**src/rtl/cpu_bus_pkg.sv**
```systemverilog
// Shared definitions for the CPU bus interface unit: state encoding,
// default bus widths and the word-alignment test.
package cpu_bus_pkg;

    localparam int unsigned DEF_ADDR_W = 32;
    localparam int unsigned DEF_DATA_W = 32;

    // Low address bits that must be zero for a word access.
    localparam logic [1:0] ALIGN_MASK = 2'b11;

    typedef enum logic {
        IDLE = 1'b0,
        BUS  = 1'b1
    } bus_state_t;

    // True when the two low address bits describe a word-aligned access.
    function automatic logic is_aligned(input logic [1:0] addr_lsb);
        return (addr_lsb & ALIGN_MASK) == 2'b00;
    endfunction

endpackage

```
**src/rtl/cpu_bus_master_if.sv**
```systemverilog
// CPU-side request/response signals and Wishbone-classic master signals
// of the bus interface unit, bundled with master (unit) and slave
// (environment) views.
interface cpu_bus_master_if
    import cpu_bus_pkg::*;
#(
    parameter int unsigned ADDR_W = DEF_ADDR_W,
    parameter int unsigned DATA_W = DEF_DATA_W
);

    // Handshake: the CPU holds cpu_req/cpu_we/cpu_addr/cpu_wdata, and the
    // request is taken on a rising edge where cpu_req=1 and cpu_ready=1.
    // Exactly one cpu_done pulse (with cpu_err) answers each taken request.
    // On the bus side, a cycle runs while W_CYC=W_STB=1 and ends on the
    // first rising edge that sees W_ACK=1; W_ACK outside a cycle is ignored.
    logic              cpu_req;
    logic              cpu_we;
    logic [ADDR_W-1:0] cpu_addr;
    logic [DATA_W-1:0] cpu_wdata;
    logic              cpu_ready;
    logic              cpu_done;
    logic              cpu_err;
    logic [DATA_W-1:0] cpu_rdata;

    logic [ADDR_W-1:0] W_ADDR;
    logic [DATA_W-1:0] W_DAT_O;
    logic [DATA_W-1:0] W_DAT_I;
    logic              W_ACK;
    logic              W_CYC;
    logic              W_STB;
    logic              W_WE;

    modport master (
        input  cpu_req, cpu_we, cpu_addr, cpu_wdata, W_DAT_I, W_ACK,
        output cpu_ready, cpu_done, cpu_err, cpu_rdata,
               W_ADDR, W_DAT_O, W_CYC, W_STB, W_WE
    );

    modport slave (
        output cpu_req, cpu_we, cpu_addr, cpu_wdata, W_DAT_I, W_ACK,
        input  cpu_ready, cpu_done, cpu_err, cpu_rdata,
               W_ADDR, W_DAT_O, W_CYC, W_STB, W_WE
    );

endinterface

```
**src/rtl/cpu_bus_timeout.sv**
```systemverilog
// Bus-wait watchdog counter: cleared when a bus cycle starts, advanced on
// every waiting cycle, and flags the terminal count so the cycle can be
// abandoned. Instantiated only when CPU_BUS_TIMEOUT_EN is defined.
module cpu_bus_timeout
    import cpu_bus_pkg::*;
#(
    parameter int unsigned TIMEOUT_CYCLES = 16
) (
    input  logic clk,
    input  logic rst_n,
    input  logic clr,
    input  logic en,
    output logic expire
);

    localparam int unsigned CNT_W = (TIMEOUT_CYCLES > 2) ? $clog2(TIMEOUT_CYCLES) : 1;
    localparam logic [CNT_W-1:0] TERMINAL = CNT_W'(TIMEOUT_CYCLES - 1);

    logic [CNT_W-1:0] count;

    // Count waiting cycles; a fresh bus cycle always restarts from zero.
    always_ff @(posedge clk or negedge rst_n) begin
        if (!rst_n) begin
            count <= '0;
        end else if (clr) begin
            count <= '0;
        end else if (en) begin
            count <= count + 1'b1;
        end
    end

    assign expire = (count == TERMINAL);

endmodule

```
**src/rtl/cpu_bus_master.sv**
```systemverilog
// Bus interface unit between the CPU control FSM and a Wishbone-classic
// bus. One single-word load/store/fetch is in flight at a time; the result
// is reported with a one-cycle cpu_done pulse, flagged by cpu_err for a
// misaligned address or an abandoned bus cycle.
// Optional feature: define CPU_BUS_TIMEOUT_EN to abandon a bus cycle that
// has waited TIMEOUT_CYCLES cycles without W_ACK. Without it the unit
// waits for W_ACK indefinitely.
module cpu_bus_master
    import cpu_bus_pkg::*;
#(
    parameter int unsigned ADDR_W         = DEF_ADDR_W,
    parameter int unsigned DATA_W         = DEF_DATA_W,
    parameter int unsigned TIMEOUT_CYCLES = 16
) (
    input  logic             clk,
    input  logic             W_RST,
    cpu_bus_master_if.master bus,
    output bus_state_t       state_dbg
);

    if (TIMEOUT_CYCLES < 2) begin : g_timeout_range
        $error("cpu_bus_master: TIMEOUT_CYCLES must be at least 2");
    end

    bus_state_t        state;
    logic [ADDR_W-1:0] addr_q;
    logic [DATA_W-1:0] wdata_q;
    logic [DATA_W-1:0] rdata_q;
    logic              we_q;
    logic              cyc_q;
    logic              done_q;
    logic              err_q;

    logic              accept;
    logic              start;
    logic              timeout_hit;

    assign accept = (state == IDLE) && bus.cpu_req;
    assign start  = accept && is_aligned(bus.cpu_addr[1:0]);

`ifdef CPU_BUS_TIMEOUT_EN
    cpu_bus_timeout #(
        .TIMEOUT_CYCLES (TIMEOUT_CYCLES)
    ) u_timeout (
        .clk    (clk),
        .rst_n  (W_RST),
        .clr    (start),
        .en     ((state == BUS) && !bus.W_ACK),
        .expire (timeout_hit)
    );
`else
    assign timeout_hit = 1'b0;
`endif

    // Request/bus-cycle FSM; every CPU- and bus-facing output is a register here.
    always_ff @(posedge clk or negedge W_RST) begin
        if (!W_RST) begin
            state   <= IDLE;
            addr_q  <= '0;
            wdata_q <= '0;
            rdata_q <= '0;
            we_q    <= 1'b0;
            cyc_q   <= 1'b0;
            done_q  <= 1'b0;
            err_q   <= 1'b0;
        end else begin
            done_q <= 1'b0;
            err_q  <= 1'b0;
            case (state)
                IDLE: begin
                    if (accept) begin
                        if (start) begin
                            addr_q  <= bus.cpu_addr;
                            wdata_q <= bus.cpu_wdata;
                            we_q    <= bus.cpu_we;
                            cyc_q   <= 1'b1;
                            state   <= BUS;
                        end else begin
                            // Misaligned: refuse without touching the bus.
                            done_q <= 1'b1;
                            err_q  <= 1'b1;
                        end
                    end
                end
                BUS: begin
                    if (bus.W_ACK) begin
                        // An ack in the terminal-count cycle still completes normally.
                        if (!we_q) begin
                            rdata_q <= bus.W_DAT_I;
                        end
                        cyc_q  <= 1'b0;
                        we_q   <= 1'b0;
                        done_q <= 1'b1;
                        state  <= IDLE;
                    end else if (timeout_hit) begin
                        cyc_q  <= 1'b0;
                        we_q   <= 1'b0;
                        done_q <= 1'b1;
                        err_q  <= 1'b1;
                        state  <= IDLE;
                    end
                end
                default: begin
                    state <= IDLE;
                end
            endcase
        end
    end

    assign bus.cpu_ready = (state == IDLE);
    assign bus.cpu_done  = done_q;
    assign bus.cpu_err   = err_q;
    assign bus.cpu_rdata = rdata_q;
    assign bus.W_ADDR    = addr_q;
    assign bus.W_DAT_O   = wdata_q;
    assign bus.W_WE      = we_q;
    assign bus.W_CYC     = cyc_q;
    assign bus.W_STB     = cyc_q;
    assign state_dbg     = state;

endmodule

```
**src/flat_wrapper.sv**
```systemverilog
// flat-port wrapper written by rule: the top's interface ports become plain ports
module cpu_bus_master_flat import cpu_bus_pkg::*;
#(
    parameter int unsigned ADDR_W         = DEF_ADDR_W,
    parameter int unsigned DATA_W         = DEF_DATA_W,
    parameter int unsigned TIMEOUT_CYCLES = 16
)
  (clk, W_RST, state_dbg, bus_cpu_req, bus_cpu_we, bus_cpu_addr, bus_cpu_wdata, bus_W_DAT_I, bus_W_ACK, bus_cpu_ready, bus_cpu_done, bus_cpu_err, bus_cpu_rdata, bus_W_ADDR, bus_W_DAT_O, bus_W_CYC, bus_W_STB, bus_W_WE);
  cpu_bus_master_if #(.ADDR_W(ADDR_W), .DATA_W(DATA_W)) bus_i ();
  input  logic clk;
  input  logic W_RST;
  output bus_state_t state_dbg;
  input wire logic [$bits(bus_i.cpu_req)-1:0] bus_cpu_req;
  input wire logic [$bits(bus_i.cpu_we)-1:0] bus_cpu_we;
  input wire logic [$bits(bus_i.cpu_addr)-1:0] bus_cpu_addr;
  input wire logic [$bits(bus_i.cpu_wdata)-1:0] bus_cpu_wdata;
  input wire logic [$bits(bus_i.W_DAT_I)-1:0] bus_W_DAT_I;
  input wire logic [$bits(bus_i.W_ACK)-1:0] bus_W_ACK;
  output wire logic [$bits(bus_i.cpu_ready)-1:0] bus_cpu_ready;
  output wire logic [$bits(bus_i.cpu_done)-1:0] bus_cpu_done;
  output wire logic [$bits(bus_i.cpu_err)-1:0] bus_cpu_err;
  output wire logic [$bits(bus_i.cpu_rdata)-1:0] bus_cpu_rdata;
  output wire logic [$bits(bus_i.W_ADDR)-1:0] bus_W_ADDR;
  output wire logic [$bits(bus_i.W_DAT_O)-1:0] bus_W_DAT_O;
  output wire logic [$bits(bus_i.W_CYC)-1:0] bus_W_CYC;
  output wire logic [$bits(bus_i.W_STB)-1:0] bus_W_STB;
  output wire logic [$bits(bus_i.W_WE)-1:0] bus_W_WE;
  assign bus_i.cpu_req = bus_cpu_req;
  assign bus_i.cpu_we = bus_cpu_we;
  assign bus_i.cpu_addr = bus_cpu_addr;
  assign bus_i.cpu_wdata = bus_cpu_wdata;
  assign bus_i.W_DAT_I = bus_W_DAT_I;
  assign bus_i.W_ACK = bus_W_ACK;
  assign bus_cpu_ready = bus_i.cpu_ready;
  assign bus_cpu_done = bus_i.cpu_done;
  assign bus_cpu_err = bus_i.cpu_err;
  assign bus_cpu_rdata = bus_i.cpu_rdata;
  assign bus_W_ADDR = bus_i.W_ADDR;
  assign bus_W_DAT_O = bus_i.W_DAT_O;
  assign bus_W_CYC = bus_i.W_CYC;
  assign bus_W_STB = bus_i.W_STB;
  assign bus_W_WE = bus_i.W_WE;
  cpu_bus_master #(.ADDR_W(ADDR_W), .DATA_W(DATA_W), .TIMEOUT_CYCLES(TIMEOUT_CYCLES)) u_core (.clk(clk), .W_RST(W_RST), .bus(bus_i), .state_dbg(state_dbg));
endmodule
```
**config.mk**
```make
export PLATFORM = sky130hd
export DESIGN_NAME = cpu_bus_master_flat
export DESIGN_NICKNAME = d
export VERILOG_FILES = /design/src/rtl/cpu_bus_pkg.sv /design/src/rtl/cpu_bus_master_if.sv /design/src/rtl/cpu_bus_timeout.sv /design/src/rtl/cpu_bus_master.sv /design/src/flat_wrapper.sv
export SDC_FILE = /design/constraint.sdc
export NUM_CORES = 1
export LEC_CHECK = 0
export ABC_AREA = 1
export BUFFER_PORTS_ARGS = -buffer_cell sky130_fd_sc_hd__buf_2
export CAP_MARGIN = 20
export CORE_UTILIZATION = 45
export CTS_CLUSTER_SIZE = 24
export DETAILED_ROUTE_END_ITERATION = 10
export PLACE_DENSITY_LB_ADDON = 0.3
export SLEW_MARGIN = 20
export SYNTH_ARGS = -nofsm -noshare
export SYNTH_HDL_FRONTEND = slang
export SYNTH_SLANG_ARGS = --single-unit
```
**constraint.sdc**
```tcl
create_clock -name clk -period 3.14 [get_ports clk]
set_clock_uncertainty 0.1 [all_clocks]
set_input_delay 0.628 -clock clk [delete_from_list [all_inputs] [get_ports clk]]
set_output_delay 0.628 -clock clk [all_outputs]
set_load 0.05 [all_outputs]
```
Word-level counts from Yosys, hierarchy flattened:

Cells that the tools add are included.

* word-level logic and storage cells: 35
* output and inout port bits: 103
* bits of input ports: 101
* register bits after elaboration: 101

* bitwise gates (word level): 2
* mux-type cells: 16
* equality and inequality tests: 3
* reduce and logical (&&, ||, !) cells: 6

Operators by type and width (count)
* 2-to-1 mux 1 bit: 11
* one-hot mux 1 bit (2 select lines): 5
* AND reduction 3 bit: 3
* inequality test 2 x 1 -> 1 bit, second input constant: 2
* logical AND 1 bit: 2
* zero test 2 bit: 1
* inequality test 2 bit, second input constant: 1
* inverter 1 bit: 2

Longest topological paths before layout:

Gate-level depths: netlist of run 1.

* depth in word-level cells: 6
* mapped depth: 7

Worst setup path after synthesis of run 1:

OpenSTA, ideal clock, no wires.

* path kind: register -> output
* from: reg u_core.state, in the netlist u_core.state_dbg
* to: out bus_cpu_ready
* stages on the path, launching flop included: 2
* path buffers: 0
* arrival: 1074 ps
* slack: 1338 ps
* cells stage by stage: dfrtp_1 inv_1

* longest elaborated chain between the ends: 1

RTL lines
* from (decl): RTL line cpu_bus_master.sv:25 `bus_state_t state;`
* from (signal assigned): RTL line cpu_bus_master.sv:58 `state <= IDLE;`
* from (signal assigned): RTL line cpu_bus_master.sv:77 `state <= BUS;`
* from (signal assigned): RTL line cpu_bus_master.sv:94 `state <= IDLE;`
* inverter 1 bit (no source line)
* to (decl): RTL line flat_wrapper.sv:19 `output wire logic [$bits(bus_i.cpu_ready)-1:0] bus_cpu_ready;`

Every way passes these cells.

Worst setup path after layout of run 1:

Same ends and word-level chain as after synthesis.

==> results of run 1 <==
==> cells in the mapped netlist (all sizes together) <==
cell type / count
nand2: 226
dfrtp: 101
nand3: 64
buf: 20
clkbuf: 8
inv: 5
nor2: 5
a21boi: 2
o21ai: 2
a21oi: 1
==> critical path, delay by kind of cell (launching register included) <==
kind                   cells  cell delay (ns)
buffers and inverters      2             0.39
DFF                        1             0.51
==> power groups by stage <==
stage / Clock, uW / Combinational (uW) / Sequential (uW)
after global placement: 0 / 1920 / 1800
after floorplan: 0 / 321 / 2910
after global routing: 984 / 2060 / 1820
after detailed placement: 0 / 1950 / 1800
final: 900 / 1940 / 1780
after CTS: 931 / 1950 / 1780
==> how the worst max path moves through the flow <==
stage	from	endpoint	slack, ns	cells after the start
floorplan	u_core.state_dbg	bus_cpu_ready	1.34	1
global placement	bus_cpu_req	u_core.state_dbg	1.02	7
detailed placement	bus_W_ACK	u_core.bus.cpu_rdata[13]	0.99	4
CTS	u_core.state_dbg	u_core.bus.cpu_rdata[13]	1.09	3
global route	u_core.state_dbg	u_core.state_dbg	1.02	5
finish	u_core.state_dbg	bus_cpu_ready	1.16	2
==> stage by stage <==
step           setup WS (ns)  instances  instance area [sq um]  utilization [%]
6_report                1.16        736                   5230             63.0
5_1_grt                 1.02        736                   5230             63.0
4_1_cts                 1.09        736                   5220             62.9
3_5_place_dp           0.985        721                   5000             60.2
3_3_place_gp            1.02        721                   5000             60.2
2_1_floorplan           1.34        434                   3910                -
==> flip-flops by register name, indices dropped and copies added, names as in the netlist <==
name and flops:
u_core.bus.W_ADDR 32, u_core.bus.cpu_rdata 32, u_core.bus.cpu_done 1, u_core.bus.W_WE 1, u_core.bus.W_DAT_O 32, u_core.state_dbg 1
u_core.bus.W_CYC 1, u_core.bus.cpu_err 1
==> cells by family after synthesis <==
logic type | share of synthesized area (%)
simple gates | 30.6
flops | 64.7
buf+inv | 4.00
compound gates | 0.768
==> routing by layer <==
layer  global-route usage, %  up-vias  wire, microns
met2                    35.5      135           4630
met4                    7.70        0            140
met5                       0        -              0
met1                    28.8     1651           4360
met3                    5.58       10            671
li1                        -     1730              -
==> cell type report <==
type | count | area share, %
clock buffers | 12 | 2.97
inverters | 5 | 0.359
multi-input cells | 300 | 23.8
flip-flops and latches | 101 | 48.3
clock inverters | 3 | 1.32
repair buffers | 210 | 20.7
well taps | 105 | 2.51
==> results.json, run 1 <==
{
  "critical_path_class": "flop to primary output",
  "start_util_pct": 47.1,
  "wire_per_inst_microns": 13.3,
  "rsz0062_at_grt": "no",
  "cts_resized": 0,
  "power_frac_comb_pct": 41.9,
  "dieArea_sq_um": 9060,
  "grt_max_degree": 66,
  "r2r_start": "u_core.state_dbg",
  "p_leak_uw": 0.00312,
  "period_minus_slack_ns": 1.98,
  "root_buffer": "clkbuf_8",
  "drive_above_1_share_pct": 36.3,
  "clock.fmax_mhz": 506,
  "finalSetupViolCount": 0,
  "worst_pin_slew_ns": 0.641,
  "clock_power_share_pct": 19.5,
  "coreArea_sq_um": 8300,
  "place_congestion": 0.776,
  "p_total_uw": 4620,
  "cp_max_fo": 7,
  "peakVddDrop_mv": 0.406,
  "syn_area_sq_um": 3910,
  "crit_path_end_kind": "primary output",
  "diodes": 0,
  "rrSetupSlack_ns": 1.21,
  "netSwitchingFraction_pct": 45.8,
  "drv_slew": 0,
  "most-common-layout-cells": "nand2_1, buf_2, dfrtp_1, nand3_1, clkbuf_8",
  "pwr-share-seq_pct": 38.6,
  "cts_buffers": 9,
  "hpwl_mm": 6.95,
  "multi_input_area_sq_um": 1240,
  "dr_total_vias": 3526,
  "wl_mm": 9.80,
  "seq_area_sq_um": 2530,
  "io_pins": 204,
  "drv_cap": 0,
  "synth_area_leaders": "dfrtp_1, nand2_1, nand3_1",
  "holdWs_ns": 0.174,
  "synth_cell_types": 12,
  "netlist_instances": 434,
  "grt.overflow.total": 0,
  "synth_top_cell_area_share_pct": 64.7,
  "min_period_over_period_pct": 63.0,
  "yosys_warnings": 0,
  "clk_latency_ns": 0.34,
  "internal_power_uw": 2500,
  "worstPathCellList": "inv_1, buf_2",
  "clkTransAtPathRegs_ns": 0.09,
  "grt_pass1_vias": 3290,
  "htree_levels": 3,
  "synth_area_leader_cell": "dfrtp_1",
  "layout_commonest_cell": "nand2_1",
  "cts_setup_buffers": 0,
  "reg2reg_to": "u_core.state_dbg",
  "status": "finished, final reports clean",
  "clockBufferDepth": 2,
  "worstRegToRegCells": 5,
  "hold_path.class": "primary input to async pin",
  "crit_path_max_incr_delay_ns": 0.51,
  "hold_buffers": 0,
  "yosys_register_bits": 101,
  "arrival_ns": 1.25,
  "grt_pass1_wl_mm": 15.2,
  "cp_slowest_cell": "dfrtp_1",
  "drcViolationCount": 0,
  "antenna_found_initial": 0,
  "required_ns": 2.41,
  "finalSetupTns_ns": 0,
  "die_y_microns": 95.2,
  "cts_tree": "yes",
  "syn_nets": 535,
  "hold_viol": 0,
  "fillers": 739,
  "ant_nets": 0,
  "rows": 33,
  "ys_seq_area_share_pct": 64.7,
  "fp.dieW_microns": 95.2,
  "port-buffer-count": 203,
  "first_pass_iters": 4,
  "p_sw_uw": 2120,
  "syn_avg_cell_area_sq_um": 9.01,
  "grt.total_usage_pct": 22.0,
  "via_per_inst": 4.79,
  "power_density_nw_per_um2": 884,
  "start_kind": "flop",
  "final_net_count": 728,
  "maxSlewHeadroom_pct": 57.3,
  "area_delta_synth_final_pct": 33.7,
  "cts.sinks": 101,
  "drt_iter0_markers": 105
}
(Power assumes the default switching activity.)
==> run 2, diff against run 1 <==
ABC_AREA = 0   (was 1)
CORE_UTILIZATION = 44   (was 45)
clock period = 2.05 ns   (was 3.14 ns; I/O delays follow)
==> run 2 against run 1 <==
Effect of this change: sequential power up 53%; global-route usage down 4.2 points; sequential share of layout area up 1.0 points; first-iteration DRC count down 58%; combinational power up 56%; synthesized area down 3.6%; critical endpoint unchanged; synthesized cell count down 49%; worst setup slack worse by 0.89 ns; critical path depth up 1.
==> results.json, run 2 <==
{
  "yosys_register_bits": 101,
  "cts_tree": "yes",
  "hold_path.class": "primary input to async pin",
  "die_y_microns": 94.5,
  "finalSetupTns_ns": 0,
  "drv_slew": 0,
  "rsz0062_at_grt": "no",
  "cp_max_fo": 6,
  "synth_commonest_cells": "dfrtp_1, mux2_2, mux2_1, buf_2, buf_6",
  "finalSetupViolCount": 0,
  "crit_path_end_kind": "primary output",
  "htree_levels": 3,
  "arrival_ns": 1.26,
  "power_density_nw_per_um2": 1370,
  "antenna_found_initial": 0,
  "p_leak_uw": 0.00258,
  "yosys_most_used_dff": "dfrtp_1",
  "diodes": 0,
  "final_net_count": 528,
  "hpwl_mm": 5.67,
  "root_buffer": "clkbuf_8",
  "dr_total_vias": 2540,
  "syn_nets": 321,
  "fin_util_pct": 62.0,
  "status": "finished, final reports clean",
  "drt_iter0_markers": 44,
  "clkTransAtPathRegs_ns": 0.09,
  "coreArea_sq_um": 8260,
  "startpoint": "u_core.state_dbg",
  "synth_top_cell_area_share_pct": 67.1,
  "cts_setup_buffers": 0,
  "grt_pass1_wl_mm": 12.0,
  "layout_commonest_cell": "buf_2",
  "min_period_over_period_pct": 86.6,
  "required_ns": 1.54,
  "cts.sinks": 101,
  "io_pins": 204,
  "wire_per_inst_microns": 14.5,
  "ant_nets": 0,
  "hold_buffers": 0,
  "dieArea_sq_um": 8940,
  "first_pass_iters": 3,
  "syn_area_sq_um": 3770,
  "drcViolationCount": 0,
  "start_util_pct": 45.6,
  "period_minus_slack_ns": 1.77,
  "most-common-layout-cells": "buf_2, dfrtp_1, mux2_2, mux2_1, clkbuf_8",
  "place_congestion": 0.659,
  "yosysMostFrequentCell": "dfrtp_1",
  "start_kind": "flop",
  "via_per_inst": 4.73,
  "grt.total_usage_pct": 17.8,
  "netlist_instances": 220,
  "yosys_warnings": 0,
  "rows": 33,
  "fp.dieW_microns": 94.5,
  "cts_resized": 0,
  "critical_path_class": "flop to primary output",
  "area_delta_synth_final_pct": 35.8,
  "maxSlewHeadroom_pct": 65.7,
  "hold_viol": 0,
  "port-buffer-count": 203,
  "wl_mm": 7.78,
  "syn_avg_cell_area_sq_um": 17.1,
  "synth_area_leader_cell": "dfrtp_1",
  "grt_pass1_vias": 2572,
  "synthArstFlopShare_pct": 100,
  "grt_max_degree": 102,
  "peakVddDrop_mv": 0.667,
  "worst_pin_slew_ns": 0.515,
  "clk_latency_ns": 0.34,
  "drv_cap": 0,
  "cts_buffers": 9,
  "clockBufferDepth": 2,
  "synth_cell_types": 17,
  "ys_seq_area_share_pct": 67.1,
  "r2r_start": "u_core.state_dbg",
  "grt.overflow.total": 0,
  "synth_area_leaders": "dfrtp_1, mux2_2, mux2_1",
  "synth-edff-count": 0,
  "drive_above_1_share_pct": 67.6,
  "clock.fmax_mhz": 563
}
run 2: cell count changes after synthesis, moves of 2 or more:
cell and delta:
mux2_2 +69, buf_6 +3, clkbuf_1 -8, nand3_1 -64, mux2_1 +26, buf_2 -11, nor2b_1 +2, inv_1 -4
nor2_2 -3, nand2_1 -225
run 2: logic make-up after synthesis:
group                  Yosys count  synth area share, %
AO/OA/AOI/OAI                    4                0.731
buffers and inverters           12                 2.19
flip-flops                     101                 67.1
multiplexers                    95                 28.4
AND/OR/NAND/NOR                  8                 1.63
run 2: final timing paths:
path / endpoint / slack, ns / cells past startpoint
max: bus_cpu_ready / 0.28 / 3
min: u_core.bus.W_ADDR[13] / 0.006 / 2
max reg2reg: u_core.bus.W_ADDR[3] / 0.36 / 3
min reg2reg: u_core.bus.W_DAT_O[22] / 0.38 / 1
max in group asynchronous: u_core.bus.W_DAT_O[19] / 1.45 / 2
min in group clk: u_core.bus.W_DAT_O[17] / 0.17 / 2
run 2: per-stage QoR:
stage | instance area (sq um) | std cells | hold slack [ns] | power [uW] | setup WS, ns
2_1_floorplan | 3770 | 220 | 0.0144 | 5020 | 0.221
3_3_place_gp | 4910 | 521 | 0.364 | 5740 | 0.228
3_5_place_dp | 4910 | 521 | 0.369 | 5820 | 0.182
4_1_cts | 5120 | 537 | 0.0186 | 7120 | 0.251
5_1_grt | 5120 | 537 | 0.0260 | 7360 | 0.205
6_report | 5120 | 537 | 0.00648 | 7040 | 0.275
run 2: per-layer routing:
layer  GRT usage [%]  vias up  wire (microns)
li1                -     1177               -
met1            21.0     1240            3080
met2            29.6      114            3860
met3            6.36        9             745
met4            6.82        0              93
met5               0        -               0
run 2: area by class of cell:
type | instances | area, sq um
flip-flops and latches | 101 | 2530
inverters | 1 | 3.75
fillers | 694 | 3140
repair buffers | 207 | 1090
clock buffers | 12 | 155
multi-input cells | 107 | 1160
well taps | 105 | 131
clock inverters | 4 | 55.1
run 2: power by group:
part | switching, uW | internal (uW)
Sequential | 231 | 2480
Clock | 652 | 639
Combinational | 2260 | 773
Total | 3140 | 3900
run 2: worst max-delay path, cell delays in order (launching register included):
cell and delay (ns):
dfrtp_1 0.42, buf_4 0.17, inv_1 0.07, buf_2 0.26
